$ cat config.mk
export PLATFORM = sky130hd
export DESIGN_NAME = audio_fx_player
export DESIGN_NICKNAME = d
export VERILOG_FILES = /design/src/rtl/audio_pkg.sv /design/src/rtl/audio_fx_rom.sv /design/src/rtl/audio_fx_player.sv
export SDC_FILE = /design/constraint.sdc
export NUM_CORES = 1
export LEC_CHECK = 0
export ABC_AREA = 1
export CAP_MARGIN = 25
export CORE_MARGIN = 5
export CORE_UTILIZATION = 50
export DETAILED_ROUTE_END_ITERATION = 8
export PLACE_DENSITY_LB_ADDON = 0.25
export RECOVER_POWER = 50
export SLEW_MARGIN = 20
export SYNTH_ARGS = -nofsm -noshare
export SYNTH_HDL_FRONTEND = slang
export SYNTH_HIERARCHICAL = 1
export SYNTH_SLANG_ARGS = --single-unit
$ cat constraint.sdc
create_clock -name clk -period 3.3 [get_ports clk]
set_input_delay 0.66 -clock clk [delete_from_list [all_inputs] [get_ports clk]]
set_output_delay 0.66 -clock clk [all_outputs]
set_load 0.02 [all_outputs]
$ cat src/rtl/audio_pkg.sv
// Shared types and the sound-effect table for the audio effect player.
// Each table word packs {decay, duration in ticks, half-period in clocks}.
package audio_pkg;

    typedef enum logic {
        IDLE = 1'b0,
        PLAY = 1'b1
    } state_t;

    localparam int ROM_HALF_W    = 16;
    localparam int ROM_DUR_W     = 12;
    localparam int ROM_W         = 1 + ROM_DUR_W + ROM_HALF_W;
    localparam int ROM_HALF_LSB  = 0;
    localparam int ROM_DUR_LSB   = ROM_HALF_W;
    localparam int ROM_DECAY_BIT = ROM_HALF_W + ROM_DUR_W;

    typedef logic [ROM_W-1:0] rom_word_t;

    // Entry 0 is never played: a strobe with sel 0 means stop.
    localparam rom_word_t SOUND_TABLE [16] = '{
        {1'b0, 12'd0,    16'd0},
        {1'b0, 12'd8,    16'd3},
        {1'b1, 12'd100,  16'd2},
        {1'b0, 12'd1,    16'd1},
        {1'b0, 12'd120,  16'd56818},
        {1'b0, 12'd120,  16'd45097},
        {1'b0, 12'd120,  16'd37922},
        {1'b1, 12'd400,  16'd28409},
        {1'b1, 12'd800,  16'd50000},
        {1'b0, 12'd60,   16'd12500},
        {1'b0, 12'd60,   16'd8333},
        {1'b1, 12'd250,  16'd6250},
        {1'b0, 12'd30,   16'd25000},
        {1'b1, 12'd1500, 16'd62500},
        {1'b0, 12'd2000, 16'd20000},
        {1'b1, 12'd4000, 16'd0}
    };

endpackage

$ cat src/rtl/audio_fx_rom.sv
// Combinational lookup of the sound table: sound index -> decay flag,
// duration (ticks) and half-period (clocks).
module audio_fx_rom
    import audio_pkg::*;
(
    input  logic [3:0]            sel,
    output logic                  decay,
    output logic [ROM_DUR_W-1:0]  dur,
    output logic [ROM_HALF_W-1:0] half
);

    rom_word_t word;

    assign word  = SOUND_TABLE[sel];
    assign decay = word[ROM_DECAY_BIT];
    assign dur   = word[ROM_DUR_LSB +: ROM_DUR_W];
    assign half  = word[ROM_HALF_LSB +: ROM_HALF_W];

endmodule

$ cat src/rtl/audio_fx_player.sv
// Square-wave sound effect player: tone, duration and decay counters with a
// 5-bit sample output and a 31-step PWM stream for the speaker pin.
module audio_fx_player
    import audio_pkg::*;
#(
    parameter int TICK_DIV = 50000,
    parameter int DECAY_TK = 16,
    parameter int HALF_W   = ROM_HALF_W,
    parameter int DUR_W    = ROM_DUR_W
) (
    input  logic       clk,
    input  logic       reset,
    input  logic       audioEn,
    input  logic [3:0] audioSel,
    input  logic [4:0] audioVol,
    output logic [4:0] sample_out,
    output logic       pwm_out,
    output logic       busy,
    output logic       done
);

    localparam int TICK_W  = $clog2(TICK_DIV + 1);
    localparam int DECAY_W = $clog2(DECAY_TK + 1);
    localparam logic [TICK_W-1:0]  TICK_LAST  = TICK_W'(TICK_DIV - 1);
    localparam logic [DECAY_W-1:0] DECAY_LAST = DECAY_W'(DECAY_TK - 1);
    localparam logic [4:0]         PWM_LAST   = 5'd30;

    state_t              state_reg, state_next;
    logic [HALF_W-1:0]   half_cnt_reg, half_cnt_next;
    logic [HALF_W-1:0]   reload_reg, reload_next;
    logic [DUR_W-1:0]    dur_cnt_reg, dur_cnt_next;
    logic [TICK_W-1:0]   tick_cnt_reg, tick_cnt_next;
    logic [DECAY_W-1:0]  decay_cnt_reg, decay_cnt_next;
    logic [4:0]          vol_reg, vol_next;
    logic                decay_en_reg, decay_en_next;
    logic                phase_reg, phase_next;
    logic                done_reg, done_next;
    logic [4:0]          sample_reg, sample_next;
    logic                pwm_reg, pwm_next;
    logic [4:0]          pwm_cnt_reg, pwm_cnt_next;
    logic                sound_end;

    logic                  rom_decay;
    logic [ROM_DUR_W-1:0]  rom_dur;
    logic [ROM_HALF_W-1:0] rom_half;
    logic [ROM_HALF_W-1:0] rom_reload;

    audio_fx_rom u_rom (
        .sel   (audioSel),
        .decay (rom_decay),
        .dur   (rom_dur),
        .half  (rom_half)
    );

    // A zero half-period behaves like 1: reload 0, toggle every clock.
    assign rom_reload = (rom_half == '0) ? '0 : rom_half - 1'b1;

    always_ff @(posedge clk) begin
        if (reset) begin
            state_reg     <= IDLE;
            half_cnt_reg  <= '0;
            reload_reg    <= '0;
            dur_cnt_reg   <= '0;
            tick_cnt_reg  <= '0;
            decay_cnt_reg <= '0;
            vol_reg       <= '0;
            decay_en_reg  <= 1'b0;
            phase_reg     <= 1'b0;
            done_reg      <= 1'b0;
            sample_reg    <= '0;
            pwm_reg       <= 1'b0;
            pwm_cnt_reg   <= '0;
        end else begin
            state_reg     <= state_next;
            half_cnt_reg  <= half_cnt_next;
            reload_reg    <= reload_next;
            dur_cnt_reg   <= dur_cnt_next;
            tick_cnt_reg  <= tick_cnt_next;
            decay_cnt_reg <= decay_cnt_next;
            vol_reg       <= vol_next;
            decay_en_reg  <= decay_en_next;
            phase_reg     <= phase_next;
            done_reg      <= done_next;
            sample_reg    <= sample_next;
            pwm_reg       <= pwm_next;
            pwm_cnt_reg   <= pwm_cnt_next;
        end
    end

    always_comb begin
        state_next     = state_reg;
        half_cnt_next  = half_cnt_reg;
        reload_next    = reload_reg;
        dur_cnt_next   = dur_cnt_reg;
        tick_cnt_next  = tick_cnt_reg;
        decay_cnt_next = decay_cnt_reg;
        vol_next       = vol_reg;
        decay_en_next  = decay_en_reg;
        phase_next     = phase_reg;
        done_next      = 1'b0;
        sound_end      = 1'b0;
        if (audioEn) begin
            if (audioSel != 4'd0) begin
                state_next     = PLAY;
                reload_next    = HALF_W'(rom_reload);
                half_cnt_next  = HALF_W'(rom_reload);
                dur_cnt_next   = DUR_W'(rom_dur);
                decay_en_next  = rom_decay;
                vol_next       = audioVol;
                tick_cnt_next  = '0;
                decay_cnt_next = '0;
                phase_next     = 1'b1;
            end else begin
                state_next = IDLE;
            end
        end else if (state_reg == PLAY) begin
            if (half_cnt_reg == '0) begin
                phase_next    = ~phase_reg;
                half_cnt_next = reload_reg;
            end else begin
                half_cnt_next = half_cnt_reg - 1'b1;
            end
            if (tick_cnt_reg == TICK_LAST) begin
                tick_cnt_next = '0;
                dur_cnt_next  = (dur_cnt_reg == '0) ? '0 : dur_cnt_reg - 1'b1;
                if (dur_cnt_next == '0) begin
                    sound_end = 1'b1;
                end
                if (decay_en_reg) begin
                    if (decay_cnt_reg == DECAY_LAST) begin
                        decay_cnt_next = '0;
                        vol_next       = (vol_reg == '0) ? '0 : vol_reg - 1'b1;
                        if (vol_next == '0) begin
                            sound_end = 1'b1;
                        end
                    end else begin
                        decay_cnt_next = decay_cnt_reg + 1'b1;
                    end
                end
            end else begin
                tick_cnt_next = tick_cnt_reg + 1'b1;
            end
            // Duration expiry and decay-to-zero share one end path, so one done pulse.
            if (sound_end) begin
                state_next = IDLE;
                done_next  = 1'b1;
            end
        end
    end

    // Sample and PWM are built from next-state values so they line up with busy.
    always_comb begin
        sample_next  = (state_next == PLAY && phase_next) ? vol_next : '0;
        pwm_next     = (sample_next > pwm_cnt_reg);
        pwm_cnt_next = (pwm_cnt_reg == PWM_LAST) ? '0 : pwm_cnt_reg + 1'b1;
    end

    assign sample_out = sample_reg;
    assign pwm_out    = pwm_reg;
    assign busy       = (state_reg == PLAY);
    assign done       = done_reg;

endmodule

==> results.yml, run 1 <==
logic_synthesis:
  syn_avg_cell_area_um2: 6.52
  synth_seq_cells: 85
  ys_seq_area_share_pct: 29.8
  yosysUniqueCellTypes: 48
  ys_warn_count: 6
  syn_nets: 907
  synthMuxAreaShare_pct: 0
  synthesis.instances: 875
  synth-simple-area-share_pct: 35.8
  synth_compound_area_share_pct: 16.9
  synth_top_family_by_area: "simple AND/OR/NAND/NOR gates"
  synth_xor_area_share_pct: 4.30
  synth_fa_ha_area_share_pct: 4.38
  synth_area_um2: 5710
critical_path:
  worst-endpoint-arrival_ns: 3.22
  cp_slowest_cell: "clkdlybuf4s50_1"
  critical_path.cell_chain: "clkdlybuf4s50_1 > inv_1 > ha_1 > inv_1 > nand2_2 > o21ai_1 > nor2_1 > nand3_1 > nor2_2 > nand2_1 > inv_1 > nand2_1 > nand2_1 > nand3_1 > o21ai_1 > nand2_1 > a21oi_1"
  cp.required_ns: 3.58
  cp-start-kind: "input pin"
  critPathBufInv: 4
  reg2reg_to: "pwm_out"
  cp-end-kind: "flop"
  r2r-start: "dur_cnt_reg[0]"
  ff2ff_setup_slack_ns: 0.45
  criticalPathCategory: "input pin to flop"
  cpPeakStageDelay_ns: 0.58
  cp_max_fo: 6
  crit_top_cell: "nand2_1"
  worst-r2r-cell-count: 20
  crit_family: "simple AND/OR/NAND/NOR gates"
min_path:
  min_to: "decay_cnt_reg[4]"
  holdPathStages: 2
  hp-start: "decay_cnt_reg[4]"
  hold_class: "flop to flop"
power_and_ir_drop:
  comb_power_share_pct: 25.1
  net-switching-power_mw: 0.967
  p_leak_nw: 2.93
  switching_share_pct: 32.6
  finalPower_mw: 2.97
  max-vdd-ir-drop_mv: 0.290
  p_int_mw: 2.00
  power_density_nw_per_um2: 460
  seqPwrFrac_pct: 38.8
  pwr-share-clk_pct: 36.1
clock_tree:
  path_clk_slew_ns: 0.06
  cts_root_buffer: "clkbuf_16"
  htreeDepth: 3
  cts_buffer_depth: 2
  cts_setup_buffers: 0
  cts_tree: "built"
  cts.sinks: 85
  clk_latency_ns: 0.35
  cts_buffers: 9
floorplan:
  start_util_pct: 50.4
  io_pins: 20
  die_w_um: 117
  dieArea_um2: 13700
  die_y_um: 117
  core_um2: 11300
  rows: 39
final_layout:
  final_nets: 940
  drive_gt1_share_pct: 10.7
  fill_cells: 1135
  final_util_pct: 57.0
  regArea_um2: 1700
  antennaDiodeCount: 0
  final_cell_mix: "nand2_1, nor2_1, inv_1, dfxtp_1, o21ai_0"
  area_delta_synth_final_pct: 13.1
  multi_input_area_um2: 3470
  instances_no_fill: 1056
  final_cell_area_um2: 6460
  final_common_cell: "nand2_1"
grt:
  grt_pass1_wl_um: 24200
  grtUsageTotal_pct: 21.9
  grt_max_degree: 32
  antenna_found_initial: 0
  grt-ovfl-total: 0
  grt_pass1_vias: 5140
sta:
  grt_setup_unrepaired: "no"
  max_freq_mhz: 339
  maxSlewHeadroom_pct: 57.6
  fin_crit_sh_pct: 89.3
  hold_viol_final: 0
  maxSlewViolCount: 0
  worstMarginPinSlew_ns: 0.632
  clock_skew_ns: 0.0111
  setup_violations: 0
  finalCriticalPeriod_ns: 2.95
  timing.hold.ws_ns: 0.460
placement:
  hpwlAfterDp_um: 10300
  gp_congestion: 0.923
  place_area_um2: 6180
  place_inst: 1040
  io_buffers: 19
drt:
  first_pass_iters: 6
  initialDrtViolationCount: 504
  via_count: 5609
  drt-total-wl_um: 14000
  via_per_inst: 5.31
  wl_per_cell_um: 13.3
  antenna_left: 0
  drc: 0
flow_run:
  maxCapViolCount: 0
outcome:
  status: "completed"
## cell usage after synthesis, drive strengths merged
library cell / instances / area (um^2)
nor2: 133 / 596
o22a: 1 / 8.76
nor3b: 1 / 12.5
dfxtp: 85 / 1700
a21oi: 54 / 270
o21a: 1 / 7.51
nand3b: 2 / 15.0
nand4: 13 / 96.3
ha: 20 / 250
o22ai: 5 / 31.3
o21ai: 83 / 419
and2: 1 / 6.26
o21bai: 2 / 15.0
a211oi: 3 / 22.5
a31oi: 8 / 50.1
xor2: 20 / 175
o31ai: 1 / 21.3
xnor2: 8 / 70.1
inv: 100 / 380
nor4: 2 / 12.5
nor3: 13 / 75.1
a21boi: 1 / 7.51
a31o: 1 / 8.76
or2: 3 / 18.8
and3: 1 / 6.26
clkbuf: 15 / 56.3
buf: 11 / 68.8
nand3: 74 / 398
nand2: 201 / 807
o211ai: 12 / 100
## kinds of logic (layout without fill, tap and decap cells)
family	after synthesis	after routing
AO/OA/AOI/OAI	172	172
buffers and inverters	126	164
adder cells (fa/ha/maj)	20	20
flip-flops	85	85
AND/OR/NAND/NOR	444	444
XOR/XNOR	28	28
## stage by stage
step           TNS [ns]  setup WS, ns
2_1_floorplan         0         0.787
3_3_place_gp          0        0.0479
3_5_place_dp   -0.00692      -0.00692
4_1_cts               0         0.346
5_1_grt               0       0.00596
6_report              0         0.354
## worst max path at each step
stage	start	to	slack (ns)	depth (start not counted)
6_report	audioSel[1]	half_cnt_reg[15]	0.35	17
5_1_grt	audioSel[1]	half_cnt_reg[15]	0.006	17
4_1_cts	audioSel[1]	half_cnt_reg[15]	0.35	17
3_5_place_dp	audioSel[1]	half_cnt_reg[15]	-0.007	17
3_3_place_gp	audioSel[1]	half_cnt_reg[15]	0.05	17
2_1_floorplan	audioSel[1]	half_cnt_reg[1]	0.79	15
## area by class of cell
class / count / area share, %
inverter: 100 / 5.89
tap: 143 / 2.77
multi-input combinational: 664 / 53.8
sequential: 85 / 26.4
clock inverter: 4 / 0.833
clock buffer: 12 / 3.97
timing repair buffer: 48 / 6.39
## timing repair
| action | 4_1_cts | 5_1_grt |
|---|---|---|
| gates resized for setup | 0 | 1 |
| hold buffers | 0 | 0 |
| setup endpoints to repair | 0 | 1 |
## worst min-delay path: stages (launching register included)
cell	delay (ns)
dfxtp_1	0.31
nand3_1	0.07
inv_1	0.03
## routing by layer
layer	GRT usage (%)	vias to the layer above	wire length, um
met4	6.80	0	243
met3	3.70	18	730
li1	-	2944	-
met5	0	-	0
met1	30.9	2515	6930
met2	34.2	132	6130
## power by group through the flow
stage / Clock, mW / Combinational, mW / Sequential (mW)
2_1_floorplan: 0 / 0.558 / 1.17
3_3_place_gp: 0 / 0.737 / 1.17
3_5_place_dp: 0 / 0.744 / 1.17
4_1_cts: 1.09 / 0.750 / 1.15
5_1_grt: 1.14 / 0.848 / 1.16
6_report: 1.07 / 0.744 / 1.15
No activity file was read; power rests on OpenSTA's default activity.
==> inputs of run 2 (changes only) <==
- SKIP_CTS_REPAIR_TIMING: unset -> 1
- SKIP_LAST_GASP: unset -> 1
==> results of run 2 <==
Final layout, timing and power as in run 1 (identical DEF).
